File: config.mk
export PLATFORM = sky130hd
export DESIGN_NAME = ieee_src_handshake
export DESIGN_NICKNAME = d
export VERILOG_FILES = /design/src/rtl/ieee_src_handshake.sv
export SDC_FILE = /design/constraint.sdc
export NUM_CORES = 1
export LEC_CHECK = 0
export ABC_AREA = 1
export BUFFER_PORTS_ARGS = -buffer_cell sky130_fd_sc_hd__buf_2
export CORE_MARGIN = 5
export CORE_UTILIZATION = 52
export CTS_CLUSTER_DIAMETER = 200
export DETAILED_ROUTE_END_ITERATION = 7
export PLACE_DENSITY_LB_ADDON = 0.12
export REMOVE_ABC_BUFFERS = 1
export SETUP_SLACK_MARGIN = 0.15
export SLEW_MARGIN = 30
export SYNTH_ARGS = -nofsm -noshare
export SYNTH_HDL_FRONTEND = slang
export SYNTH_SLANG_ARGS = --single-unit
File: constraint.sdc
create_clock -name clk_sys -period 1.5 [get_ports clk_sys]
set_input_delay 0.375 -clock clk_sys [delete_from_list [all_inputs] [get_ports clk_sys]]
set_output_delay 0.375 -clock clk_sys [all_outputs]
set_load 0.05 [all_outputs]
File: src/rtl/ieee_src_handshake.sv
// IEEE-488 source handshake: places one byte on the bus with DAV/EOI/ATN and
// paces it against the listeners' wired-AND NRFD/NDAC lines.
module ieee_src_handshake #(
  parameter int SETTLE  = 16,
  parameter int TIMEOUT = 65536
) (
  input  logic       clk_sys,
  input  logic       reset_n,
  input  logic       tx_valid,
  output logic       tx_ready,
  input  logic [7:0] tx_data,
  input  logic       tx_atn,
  input  logic       tx_eoi,
  input  logic       atn_release,
  input  logic       bus_i_nrfd,
  input  logic       bus_i_ndac,
  output logic       bus_o_dav,
  output logic       bus_o_eoi,
  output logic       bus_o_atn,
  output logic [7:0] bus_o_data,
  output logic       busy,
  output logic       done,
  output logic       err_nodev,
  output logic       err_timeout
);

  typedef enum logic [2:0] {
    IDLE,
    SETUP,
    CHECK,
    WAIT_RFD,
    WAIT_DAC,
    RELEASE
  } state_t;

  // One counter serves both the settle interval and the wait-state timeout.
  localparam int            CW           = 24;
  localparam logic [CW-1:0] SETTLE_LAST  = CW'(SETTLE - 1);
  localparam logic [CW-1:0] TIMEOUT_LAST = CW'(TIMEOUT - 1);

  state_t          state_q, state_d;
  logic [CW-1:0]   cnt_q, cnt_d;
  logic [7:0]      data_q, data_d;
  logic            eoi_q, eoi_d;
  logic            flag_q, flag_d;
  logic            nodev_d, timeout_d, drive_d;
  logic            accept;
  logic [1:0]      nrfd_sync, ndac_sync;
  logic            nrfd_s, ndac_s;

  // Bus lines are asynchronous to clk_sys; idle (released) level is 1.
  always_ff @(posedge clk_sys or negedge reset_n) begin
    if (!reset_n) begin
      nrfd_sync <= 2'b11;
      ndac_sync <= 2'b11;
    end else begin
      // NOTE: non-blocking assignments make both flops sample old values on
      // the same edge; blocking here would collapse the chain to one stage.
      nrfd_sync <= {nrfd_sync[0], bus_i_nrfd};
      ndac_sync <= {ndac_sync[0], bus_i_ndac};
    end
  end

  assign nrfd_s = nrfd_sync[1];
  assign ndac_s = ndac_sync[1];

  assign accept    = tx_valid & tx_ready & (state_q == IDLE);
  assign busy      = (state_q != IDLE);
  assign bus_o_atn = ~flag_q;

  always_comb begin
    // NOTE: every variable gets a default before the case, so no path can
    // leave one unassigned and infer a latch.
    state_d   = state_q;
    cnt_d     = cnt_q + CW'(1);
    data_d    = data_q;
    eoi_d     = eoi_q;
    flag_d    = flag_q;
    nodev_d   = 1'b0;
    timeout_d = 1'b0;

    case (state_q)
      IDLE: begin
        cnt_d = '0;
        if (accept) begin
          data_d  = tx_data;
          eoi_d   = tx_eoi & ~tx_atn;
          flag_d  = tx_atn;
          state_d = SETUP;
        end else if (atn_release) begin
          flag_d = 1'b0;
        end
      end
      SETUP: begin
        if (cnt_q == SETTLE_LAST) state_d = CHECK;
      end
      CHECK: begin
        cnt_d = '0;
        if (nrfd_s && ndac_s) begin
          nodev_d = 1'b1;
          flag_d  = 1'b0;
          state_d = IDLE;
        end else begin
          state_d = WAIT_RFD;
        end
      end
      WAIT_RFD: begin
        // The awaited condition is tested first so it wins a same-cycle tie.
        if (nrfd_s) begin
          cnt_d   = '0;
          state_d = WAIT_DAC;
        end else if (cnt_q == TIMEOUT_LAST) begin
          timeout_d = 1'b1;
          flag_d    = 1'b0;
          state_d   = IDLE;
        end
      end
      WAIT_DAC: begin
        if (ndac_s) begin
          state_d = RELEASE;
        end else if (cnt_q == TIMEOUT_LAST) begin
          timeout_d = 1'b1;
          flag_d    = 1'b0;
          state_d   = IDLE;
        end
      end
      RELEASE: state_d = IDLE;
      default: state_d = IDLE;
    endcase

    drive_d = state_d inside {SETUP, CHECK, WAIT_RFD, WAIT_DAC};
  end

  // Bus outputs and status pulses are registered from the next state so they
  // change cleanly on the same edge as the state they belong to.
  always_ff @(posedge clk_sys or negedge reset_n) begin
    if (!reset_n) begin
      state_q     <= IDLE;
      cnt_q       <= '0;
      data_q      <= '0;
      eoi_q       <= 1'b0;
      flag_q      <= 1'b0;
      tx_ready    <= 1'b0;
      bus_o_dav   <= 1'b1;
      bus_o_eoi   <= 1'b1;
      bus_o_data  <= 8'hFF;
      done        <= 1'b0;
      err_nodev   <= 1'b0;
      err_timeout <= 1'b0;
    end else begin
      state_q     <= state_d;
      cnt_q       <= cnt_d;
      data_q      <= data_d;
      eoi_q       <= eoi_d;
      flag_q      <= flag_d;
      tx_ready    <= (state_d == IDLE);
      bus_o_dav   <= (state_d != WAIT_DAC);
      bus_o_eoi   <= drive_d ? ~eoi_d : 1'b1;
      bus_o_data  <= drive_d ? ~data_d : 8'hFF;
      done        <= (state_d == RELEASE);
      err_nodev   <= nodev_d;
      err_timeout <= timeout_d;
    end
  end

endmodule

# [After elaboration in Yosys (flattened, before gate mapping)]
# Index checks and enable logic that the tools add are counted.
# W data, S select, Z words.
[word_totals] out_inout_bits=16 elab_cells=74 in_bits=16 register_bits=55
[classes] eq_ne=16 reduce_logical=8 bitwise=7 addsub=1 mux=28
[ops] operator="$pmux W24 S2" n=1
[ops] operator="$add A24 B1 Y24 const B" n=1
[ops] operator="$eq A24 B16 Y1 const B" n=1
[ops] operator="$eq A24 B4 Y1 const B" n=1
[ops] operator="$mux W24" n=1
[ops] operator="$mux W8" n=3
[ops] operator="$mux W3" n=5
[ops] operator="$pmux W3 S5" n=1
[ops] operator="$mux W1" n=14
[ops] operator="$eq A3 B2 Y1 const B" n=4
[ops] operator="$eq A3 B3 Y1 const B" n=3
[ops] operator="$not A8 Y8" n=1
[ops] operator="$reduce_bool A4 Y1" n=2
[ops] operator="$eq A3 B1 Y1 const B" n=2
[ops] operator="$logic_not A3 Y1" n=2
[ops] operator="$ne A2 B2 Y1 const B" n=3
[ops] operator="$ne A3 B3 Y1 const B" n=2
[ops] operator="$reduce_and A5 Y1" n=1
[ops] operator="$pmux W1 S4" n=1
[ops] operator="$and A1 B1 Y1" n=3
[ops] operator="$not A1 Y1" n=3
[ops] operator="$reduce_bool A3 Y1" n=1
[ops] operator="$mux W2" n=1
[ops] operator="$pmux W1 S2" n=1
[ops] operator="other kinds (2)" n=2

# [Longest topological paths before layout]
# Gate-level depths: netlist of the first run.
[depth] ltp_word=7 depth_mapped=11 mapped_depth_nobuf=11

# [Worst setup path after synthesis of the first run]
# No wires, ideal clock.
[synth_path] path_type="reg-to-reg" startpoint="reg cnt_q[0]" endpoint="reg bus_o_data[0]" t_required_ps=1436 path_slack_ps=-40 t_arrival_ps=1476 path_stages_with_launch=10 synth_period_minus_slack_ps=1540 n_path_buf=0 path_cell_list="dfrtp_1 ha_1 nand2_1 nor2_2 nand3_2 nor2_4 a21oi_2 nor2_4 nand3_4 nand3_1"
[synth_via] elab_chain_cells=7 elab_cells_between_ends=13 classes_between="6 x eq/ne; 6 x mux; 1 x reduce/logical"
[synth_rtl] item="start, declared" line_no="42" rtl="logic [CW-1:0] cnt_q, cnt_d;"
[synth_rtl] item="start signal, assigned" line_no="152" rtl="cnt_q <= cnt_d;"
[synth_rtl] item="$eq A24 B16 Y1" line_no="112, 121"
[synth_rtl] item="$mux W3" line_no="112, 121"
[synth_rtl] item="$mux W3, on equally long branches" line_no="119, 109"
[synth_rtl] item="$pmux W3 S5 (*)" line_no="82" rtl="case (state_q)"
[synth_rtl] item="$eq A3 B1 Y1, or another cell as far along" line_no="131" rtl="drive_d = state_d inside {SETUP, CHECK, WAIT_RFD, WAIT_DAC};"
[synth_rtl] item="$reduce_bool A4 Y1 (*)" line_no="131"
[synth_rtl] item="$mux W8 (*)" line_no="159" rtl="bus_o_data <= drive_d ? ~data_d : 8'hFF;"
[synth_rtl] item="end signal, assigned" line_no="159"
[synth_rtl] item="end, declared" line_no="20" rtl="output logic [7:0] bus_o_data,"
# Mark *: on every way between the ends. The rest lies on a longest branch, timed or not.
# A chain may end at the register's enable or synchronous reset.

# [Worst setup path after layout of the first run]
[layout_path] startpoint="reg cnt_q[11]" endpoint="reg flag_q"
[layout_via] elab_chain_cells=4 elab_cells_between_ends=5 classes_between="1 x eq/ne; 4 x mux"
[layout_rtl] item="$eq A24 B16 Y1 (*)" line_no="112, 121"
[layout_rtl] item="$mux W1 (*)"
[layout_rtl] item="$mux W1, on equally long branches"
[layout_rtl] item="$pmux W1 S4 (*)"
[layout_rtl] item="end signal, assigned" line_no="155" rtl="flag_q <= flag_d;"
[layout_rtl] item="end, declared" line_no="45" rtl="logic flag_q, flag_d;"
# Mark *: on every way between the ends. The rest lies on a longest branch, timed or not. The select of a mux whose other input is x is not followed.

==> results of run 1 <==
[logic make-up (layout without fill, tap and decap cells)]
group | count (synthesis) | count (layout) | synth area share
DFF | 55 | 55 | 0.534
adders and majority gates | 1 | 1 | 0.00479
buffers and inverters | 44 | 150 | 0.0685
and+or+nand+nor | 183 | 184 | 0.316
AOI/OAI and AO/OA | 36 | 36 | 0.0776
[what timing repair did]
action	4_1_cts	5_1_grt
endpoints found under the setup margin	49	62
setup buffers	21	11
hold endpoints to repair	0	0
resized for setup	86	57
cloned	1	1
pin swaps	19	15
[flip-flops by register name (all words and copies together) (netlist names)]
register     flops
bus_o_dav        1
data_q           8
tx_ready         1
bus_o_data       8
bus_o_eoi        1
state_q          3
cnt_q           24
ndac_sync        2
err_timeout      1
err_nodev        1
done             1
flag_q           1
eoi_q            1
nrfd_sync        2
[worst max-delay path, stage by stage (launching register included)]
cell and delay (ns):
dfrtp_1 0.45, nand2_1 0.11, inv_1 0.19, nand2_1 0.12
nor2_2 0.19, nand3_2 0.12, buf_4 0.16, nand2_2 0.08
o2111ai_2 0.13, nand2_1 0.11, nand2_1 0.05
[power breakdown]
part	switching, µW	leakage (µW)	internal (µW)
clock	556	0.0000452	342
combinational	1940	0.00123	1360
sequential	207	0.000693	1860
[worst max-delay path by stage]
stage | startpoint | endpoint | slack, ns | depth (start not counted)
3_3_place_gp | cnt_q[0]$_DFF_PN0_ | bus_o_data[3]$_DFF_PN1_ | -0.09 | 9
2_1_floorplan | tx_ready$_DFF_PN0_ | bus_o_data[7]$_DFF_PN1_ | -0.05 | 7
5_1_grt | cnt_q[7]$_DFF_PN0_ | bus_o_data[2]$_DFF_PN1_ | -0.32 | 9
3_5_place_dp | cnt_q[0]$_DFF_PN0_ | bus_o_data[7]$_DFF_PN1_ | -0.16 | 9
4_1_cts | state_q[1]$_DFF_PN0_ | busy | -0.08 | 5
6_report | cnt_q[11]$_DFF_PN0_ | flag_q$_DFFE_PN0P_ | -0.29 | 10
[stage by stage]
stage / total power [µW] / setup slack (ns)
final: 6270 / -0.289
after global routing: 6570 / -0.324
after CTS: 5570 / -0.0795
after detailed placement: 3990 / -0.163
after global placement: 3950 / -0.0900
after floorplan: 3330 / -0.0501
[routing by layer]
| metal | routed length [µm] | vias to the layer above | global-route usage |
|---|---|---|---|
| met5 | 0 | - | 0 |
| met4 | 444 | 0 | 0.108 |
| met3 | 755 | 47 | 0.0565 |
| met2 | 4660 | 162 | 0.403 |
| met1 | 3590 | 1336 | 0.313 |
| li1 | - | 1234 | - |
[final cells by class]
| cell class | count | area (µm²) |
|---|---|---|
| clock inverter | 3 | 25.0 |
| tap | 67 | 83.8 |
| clock buffer | 5 | 68.8 |
| inverter | 40 | 158 |
| multi-input combinational | 221 | 1350 |
| timing repair buffer | 102 | 893 |
| sequential | 55 | 1400 |
| fill | 259 | 807 |
[cells in the final DEF, fill, tap and decap left out, types with 3 or more instances in the layout]
cell type / instances
clkbuf_8: 5
a21oi_1: 12
dfstp_2: 14
nand2_2: 12
buf_8: 10
buf_12: 3
nand3_1: 13
nor2_2: 10
o21ai_1: 4
nand2_1: 71
nand4_1: 6
buf_2: 17
o21ai_2: 5
nand3_2: 10
nor3_1: 4
nand2_4: 6
nor2_4: 10
nand3_4: 5
a21oi_2: 3
buf_6: 10
buf_4: 60
dfrtp_1: 37
nor2_1: 31
inv_6: 3
inv_2: 10
inv_1: 28
dfrtp_2: 4
==> flow_summary.json, run 1 <==
{
  "status": "finished, violations left",
  "violations": "DRC, setup timing",
  "yosys-top-cells-count": "nand2_1, nor2_1, dfrtp_1",
  "setup_viol": 32,
  "reg2reg_to": "flag_q$_DFFE_PN0P_",
  "rr_startpoint": "cnt_q[11]$_DFF_PN0_",
  "cts_tree": "built",
  "drive_gt1_frac": 0.493,
  "reg2regPathDepth": 10,
  "avgSynthCellArea_um2": 8.19,
  "grt_start_max_net_pins": 56,
  "grt-ovfl-total": 0,
  "period_share": 1.19,
  "hpwl_um": 4360,
  "grt_antenna_before_repair": 0,
  "numClockSinks": 55,
  "routed_via_density": 5.64,
  "synthTopCellsByArea": "dfrtp_1, dfstp_2, nand2_1, nor2_1, inv_1",
  "yosys.area.top_type": "dfrtp_1",
  "criticalPathCategory": "reg -> reg",
  "design_area_mm2": 0.00398,
  "path_max_fanout": 5,
  "root_buffer": "clkbuf_8",
  "cp.arrival_ns": 2.03,
  "ys_warn_count": 0,
  "drv_cap": 0,
  "synth-seq-cells": 55,
  "htree_num_levels": 2,
  "io_buffers": 31,
  "gp_congestion": 0.973,
  "max_slew_margin": 0.806,
  "dp.cells": 451,
  "worstPathRequired_ns": 1.74,
  "core_mm2": 0.00479,
  "fin_cells": 493,
  "r2r_slack_ns": -0.29,
  "finalMaxSlewViolations": 0,
  "final_core_util": 0.831,
  "cp-start-kind": "register",
  "place_area_mm2": 0.00313,
  "dieArea_mm2": 0.00654,
  "yosysUniqueCellTypes": 32,
  "cp-end-kind": "register",
  "drtAntennaViolNets": 0,
  "fin_setup_tns_ns": -5.00,
  "fin_crit_ns": 1.79,
  "route.detailed.drc": 2,
  "worst_hold_path_type": "in -> async",
  "tightest_slew_ns": 0.289,
  "via_count": 2779,
  "fin_ws_ns": -0.289,
  "synthMostInstantiatedCell": "nand2_1",
  "async_reset_ff_frac": 1.00,
  "synthCells": 319,
  "ir_drop_uv": 1190,
  "synth_edf_count": 0,
  "dieWidth_um": 80.9,
  "area_growth_pct": 52.3,
  "finClkSkew_ns": 0.0108,
  "synth_area_mm2": 0.00261,
  "grt_first_pass_wirelength_um": 12200,
  "grt_setup_unrepaired": "true",
  "p_leak_uw": 0.00197,
  "first_global_vias": 2548,
  "start_util": 0.546,
  "routed_wl_um": 9450,
  "die_h_um": 80.9,
  "fmax_mhz": 559,
  "ioPinCount": 32,
  "num-nets-final": 442,
  "cts_buffer_depth": 2,
  "drt_first_pass_iters": 8,
  "fin_hold_ws_ns": 0.0258,
  "report.final.hold_viol_count": 0,
  "rows": 25,
  "initialDrtViolationCount": 293,
  "synth_flop_cell": "dfrtp_1",
  "yosysSeqAreaShare": 0.534,
  "grtUsageTotal": 0.247,
  "wire_per_inst_um": 19.2,
  "worstSkewPairLatency_ns": 0.33,
  "netlist.area_leader.share": 0.393,
  "holdBufCountCts": 0,
  "powerDensity_mw_per_mm2": 1580,
  "antenna-diode-count": 0,
  "cts_buffers": 5,
  "clk_pin_slew_ns": 0.11
}
Note: power is estimated with default switching activity, not from simulation.
==> run 2: changes to the inputs <==
--- a/config.mk
+++ b/config.mk
@@ -18,3 +18,4 @@
 export SYNTH_ARGS = -nofsm -noshare
 export SYNTH_HDL_FRONTEND = slang
 export SYNTH_SLANG_ARGS = --single-unit
+export TNS_END_PERCENT = 5
==> run 2 against run 1 <==
Against the previous run:
- first-iteration DRC count down 56%
- clock power down 2.7%
- sequential cell count unchanged
- count of clock-buffer cells in the layout unchanged
- non-clock buffer count down 26
- critical path type unchanged
- sequential power about the same
- the flow finishes with violations (setup timing)
- critical path depth down 1
- power down 13%
==> flow_summary.json, run 2 (same netlist as run 1, synthesis figures left out) <==
{
  "tightest_slew_ns": 0.288,
  "antenna-diode-count": 0,
  "largest_reg_flops": 24,
  "reg2regPathDepth": 9,
  "via_count": 2402,
  "fin_hold_ws_ns": 0.0275,
  "power_switching_uw": 2280,
  "seqPwrFrac": 0.375,
  "final_core_util": 0.740,
  "grt-ovfl-total": 0,
  "drv_cap": 0,
  "criticalPathCategory": "reg -> reg",
  "area_growth_pct": 35.6,
  "cts_tree": "built",
  "top_regs": "cnt_q: 24 flops, bus_o_data: 8 flops, data_q: 8 flops",
  "grt_setup_unrepaired": "true",
  "powerDensity_mw_per_mm2": 1540,
  "p_sw_frac": 0.418,
  "grt_antenna_before_repair": 0,
  "ioPinCount": 32,
  "routed_wl_um": 6460,
  "status": "finished, violations left",
  "rows": 25,
  "period_share": 1.09,
  "numClockSinks": 55,
  "top_register": "cnt_q",
  "clkPwrFrac": 0.160,
  "violations": "setup timing",
  "hpwl_um": 4360,
  "start_util": 0.546,
  "die_h_um": 80.9,
  "cts_buffer_depth": 2,
  "fin_cells": 467,
  "cp-start-kind": "register",
  "root_buffer": "clkbuf_8",
  "ir_drop_uv": 1150,
  "gp_congestion": 0.973,
  "grt_start_max_net_pins": 56,
  "holdBufCountCts": 0,
  "io_buffers": 31,
  "num-nets-final": 416,
  "fin_crit_ns": 1.64,
  "grt_first_pass_wirelength_um": 10200,
  "clk_pin_slew_ns": 0.11,
  "dieWidth_um": 80.9,
  "core_mm2": 0.00479,
  "routed_via_density": 5.14,
  "route.detailed.drc": 0,
  "htree_num_levels": 2,
  "intPower_uw": 3180,
  "fin_ws_ns": -0.141,
  "combPwrFrac": 0.465,
  "first_global_vias": 2201,
  "dp.cells": 451,
  "initialDrtViolationCount": 128,
  "drive_gt1_frac": 0.368,
  "layout_commonest_cell": "nand2_1",
  "drtAntennaViolNets": 0,
  "worstPathRequired_ns": 1.77,
  "wire_per_inst_um": 13.8,
  "p_leak_uw": 0.00178,
  "max_slew_margin": 0.808,
  "drt_first_pass_iters": 5,
  "cp.arrival_ns": 1.92,
  "finClkSkew_ns": 0.0101,
  "path_max_fanout": 5,
  "cts_buffers": 5,
  "setup_viol": 22,
  "grtUsageTotal": 0.204,
  "fmax_mhz": 610,
  "finalMaxSlewViolations": 0,
  "worstSkewPairLatency_ns": 0.32,
  "worst_hold_path_type": "in -> async",
  "cp-end-kind": "register",
  "final_cell_mix": "nand2_1, buf_4, nor2_1",
  "dieArea_mm2": 0.00654,
  "report.final.hold_viol_count": 0
}
[run 2: timing repair]
| item | 4_1_cts | 5_1_grt |
|---|---|---|
| pin swaps | 7 | 6 |
| cloned | 0 | 1 |
| buffers inserted | 7 | 0 |
| gates resized for setup | 11 | 74 |
| setup endpoints to repair | 49 | 61 |
[run 2: stage by stage]
stage / power, µW / setup TNS [ns] / worst slack [ns] / area, µm²
after floorplan: 3330 / -0.480 / -0.0501 / 2580
after global placement: 3950 / -1.05 / -0.0900 / 3130
after detailed placement: 3990 / -2.07 / -0.163 / 3130
after CTS: 5000 / -1.22 / -0.0865 / 3320
after global routing: 5820 / -4.75 / -0.232 / 3540
final: 5460 / -2.17 / -0.141 / 3540
[run 2: final cells by class]
type / instances / area (µm²)
clock inverters: 3 / 25.0
multi-input cells: 221 / 1180
well taps: 67 / 83.8
clock buffers: 5 / 68.8
flip-flops and latches: 55 / 1400
fillers: 355 / 1240
repair buffers: 76 / 637
inverters: 40 / 153
[run 2: layer usage]
metal,vias up,track usage,routed length [µm],part of all wire
li1,1180,-,-,-
met1,1149,0.279,2890,0.45
met2,64,0.319,3140,0.49
met3,9,0.0421,314,0.049
met4,0,0.0777,110,0.017
met5,-,0,0,0
[run 2: power by group through the flow]
stage	Clock [µW]	Combinational [µW]	Sequential (µW)
floorplan	0	941	2390
global placement	0	1940	2000
detailed placement	0	1980	2010
CTS	888	2130	1980
global route	965	2770	2080
finish	874	2540	2050
[run 2: worst paths after layout]
path | from | to | slack [ns]
worst max-delay path | cnt_q[1]$_DFF_PN0_ | bus_o_data[0]$_DFF_PN1_ | -0.14
worst min register to register | ndac_sync[0]$_DFF_PN1_ | ndac_sync[1]$_DFF_PN1_ | 0.37
worst min-delay path | reset_n | cnt_q[23]$_DFF_PN0_ | 0.03
max in group asynchronous | reset_n | ndac_sync[1]$_DFF_PN1_ | 1.18
worst max register to register | cnt_q[1]$_DFF_PN0_ | bus_o_data[0]$_DFF_PN1_ | -0.14
min in group clk_sys | bus_i_ndac | ndac_sync[0]$_DFF_PN1_ | 0.14
[run 2: worst max-delay path: stages, from the launching register on]
cell and delay [ns]:
dfrtp_1 0.41, ha_4 0.17, nand2_4 0.06, nor2_4 0.14, nand3_2 0.11, nor2_4 0.17
a21oi_4 0.10, nor2_4 0.21, nand3_4 0.15, nand3_2 0.09
==> run 3: changes to the inputs <==
--- a/config.mk
+++ b/config.mk
@@ -7,8 +7,10 @@
 export LEC_CHECK = 0
 export ABC_AREA = 1
 export BUFFER_PORTS_ARGS = -buffer_cell sky130_fd_sc_hd__buf_2
+export CELL_PAD_IN_SITES_DETAIL_PLACEMENT = 0
+export CELL_PAD_IN_SITES_GLOBAL_PLACEMENT = 1
 export CORE_MARGIN = 5
-export CORE_UTILIZATION = 52
+export CORE_UTILIZATION = 39
 export CTS_CLUSTER_DIAMETER = 200
 export DETAILED_ROUTE_END_ITERATION = 7
 export PLACE_DENSITY_LB_ADDON = 0.12
==> run 3 against run 2 <==
Against the previous run:
- power about the same
- the flow still finishes with violations (setup timing)
- combinational power about the same
- critical path type unchanged
- worst setup slack improved by 0.0042 ns
- via count decreased by 2.1%
- global-route usage decreased by 4.3 points
- critical endpoint is now cnt_q[23]$_DFF_PN0_
==> flow_summary.json, run 3 (same netlist as run 1, synthesis figures left out) <==
{
  "status": "finished, violations left",
  "violations": "setup timing",
  "via_count": 2352,
  "fin_setup_tns_ns": -1.77,
  "cp.arrival_ns": 1.85,
  "antenna-diode-count": 0,
  "fin_crit_ns": 1.64,
  "dieArea_mm2": 0.00844,
  "max_slew_margin": 0.734,
  "path_max_fanout": 4,
  "dieWidth_um": 91.8,
  "layout_commonest_cell": "nand2_1",
  "cts_tree": "built",
  "crit_path_cell_trace": "buf_4 > buf_6 > nand3_4 > nor2_4 > nand4_1 > nor3_2 > nand3b_1 > and2_1",
  "grt_setup_unrepaired": "true",
  "top_regs": "cnt_q: 24 flops, bus_o_data: 8 flops, data_q: 8 flops",
  "finalMaxSlewViolations": 0,
  "ir_drop_uv": 1040,
  "top_register": "cnt_q",
  "cts_buffers": 5,
  "hpwl_um": 4690,
  "tightest_slew_ns": 0.399,
  "numClockSinks": 55,
  "fillCellCount": 587,
  "routed_via_density": 4.89,
  "cp-end-kind": "register",
  "wire_per_inst_um": 13.6,
  "drv_cap": 0,
  "criticalPathCategory": "reg -> reg",
  "largest_reg_flops": 24,
  "cpLargestDelayFamily": "simple AND/OR/NAND/NOR gates",
  "worstPathRequired_ns": 1.72,
  "cp-start-kind": "register",
  "grt_start_max_net_pins": 22,
  "setup_viol": 20,
  "p_leak_uw": 0.00179,
  "drt_first_pass_iters": 5,
  "area_growth_pct": 38.3,
  "clk_pin_slew_ns": 0.11,
  "drive_gt1_frac": 0.364,
  "ioPinCount": 32,
  "num-nets-final": 420,
  "period_share": 1.09,
  "max_stage_delay_ns": 0.40,
  "initialDrtViolationCount": 129,
  "slowest_stage": "dfrtp_1",
  "final_core_util": 0.562,
  "start_util": 0.407,
  "core_mm2": 0.00642,
  "route.detailed.drc": 0,
  "multiInputGateArea_mm2": 0.00119,
  "routed_wl_um": 6530,
  "grt_first_pass_wirelength_um": 11100,
  "final_cell_mix": "nand2_1, buf_4, nor2_1, dfrtp_1, inv_1",
  "grt_antenna_before_repair": 0,
  "rows": 29,
  "finClkSkew_ns": 0.0128,
  "cp.buffers_inverters": 2,
  "drtAntennaViolNets": 0,
  "grt-ovfl-total": 0,
  "seq_area_mm2": 0.00140,
  "powerDensity_mw_per_mm2": 1510,
  "fin_ws_ns": -0.136,
  "report.final.hold_viol_count": 0,
  "die_h_um": 91.8,
  "cts_buffer_depth": 2,
  "fmax_mhz": 611,
  "io_buffers": 31,
  "worst_hold_path_type": "in -> reg",
  "gp_congestion": 0.815,
  "root_buffer": "clkbuf_8",
  "first_global_vias": 2303,
  "grtUsageTotal": 0.161,
  "worstSkewPairLatency_ns": 0.32,
  "htree_num_levels": 2
}
run 3: what timing repair did:
action	4_1_cts	5_1_grt
gates resized for setup	48	27
endpoints found under the setup margin	48	60
buffers inserted	2	5
pin swaps	5	9
hold buffers	1	0
endpoints found under the hold margin	10	0
gates cloned	1	0
run 3: final timing paths:
check                                  startpoint                      to  slack (ns)  depth (start not counted)
max                            cnt_q[1]$_DFF_PN0_     cnt_q[23]$_DFF_PN0_       -0.14                          8
max reg2reg                    cnt_q[1]$_DFF_PN0_     cnt_q[23]$_DFF_PN0_       -0.14                          8
min in group asynchronous                 reset_n     cnt_q[22]$_DFF_PN0_        0.50                          2
max in group asynchronous                 reset_n  ndac_sync[1]$_DFF_PN1_        0.46                          3
min reg2reg                nrfd_sync[0]$_DFF_PN1_  nrfd_sync[1]$_DFF_PN1_        0.36                          0
min                                    bus_i_ndac  ndac_sync[0]$_DFF_PN1_        0.15                          1
run 3: cell type report:
type                    instances  share of cell area
flip-flops and latches         55               0.386
multi-input cells             221               0.328
repair buffers                 80               0.190
inverters                      40              0.0423
well taps                      77              0.0267
clock buffers                   5              0.0191
clock inverters                 3             0.00762
run 3: worst reg2reg max path: cells and delay by family, from the launching register on:
kind / cells / cell delay (ns)
flops: 1 / 0.40
simple gates: 6 / 0.91
buf+inv: 2 / 0.22
run 3: power by group:
| group | internal (µW) | switching (µW) |
|---|---|---|
| clock | 348 | 539 |
| sequential | 1850 | 200 |
| combinational | 1010 | 1520 |
run 3: routing by layer:
layer  routed length (µm)  vias to the layer above  global-route usage
met4                   73                        0              0.0371
met1                 3060                     1114               0.228
met5                    0                        -                   0
li1                     -                     1188                   -
met2                 3190                       41               0.260
met3                  205                        9              0.0262
run 3: metrics by stage:
step | hold slack [ns] | std cells | cell area [µm²] | worst slack (ns) | power, µW
after global placement | 0.318 | 464 | 3180 | -0.121 | 4050
after global routing | 0.137 | 481 | 3610 | -0.259 | 5820
after detailed placement | 0.331 | 464 | 3180 | -0.173 | 4070
after floorplan | 0.0794 | 315 | 2580 | -0.0501 | 3330
final | 0.152 | 481 | 3610 | -0.136 | 5460
after CTS | 0.136 | 476 | 3470 | -0.141 | 5300
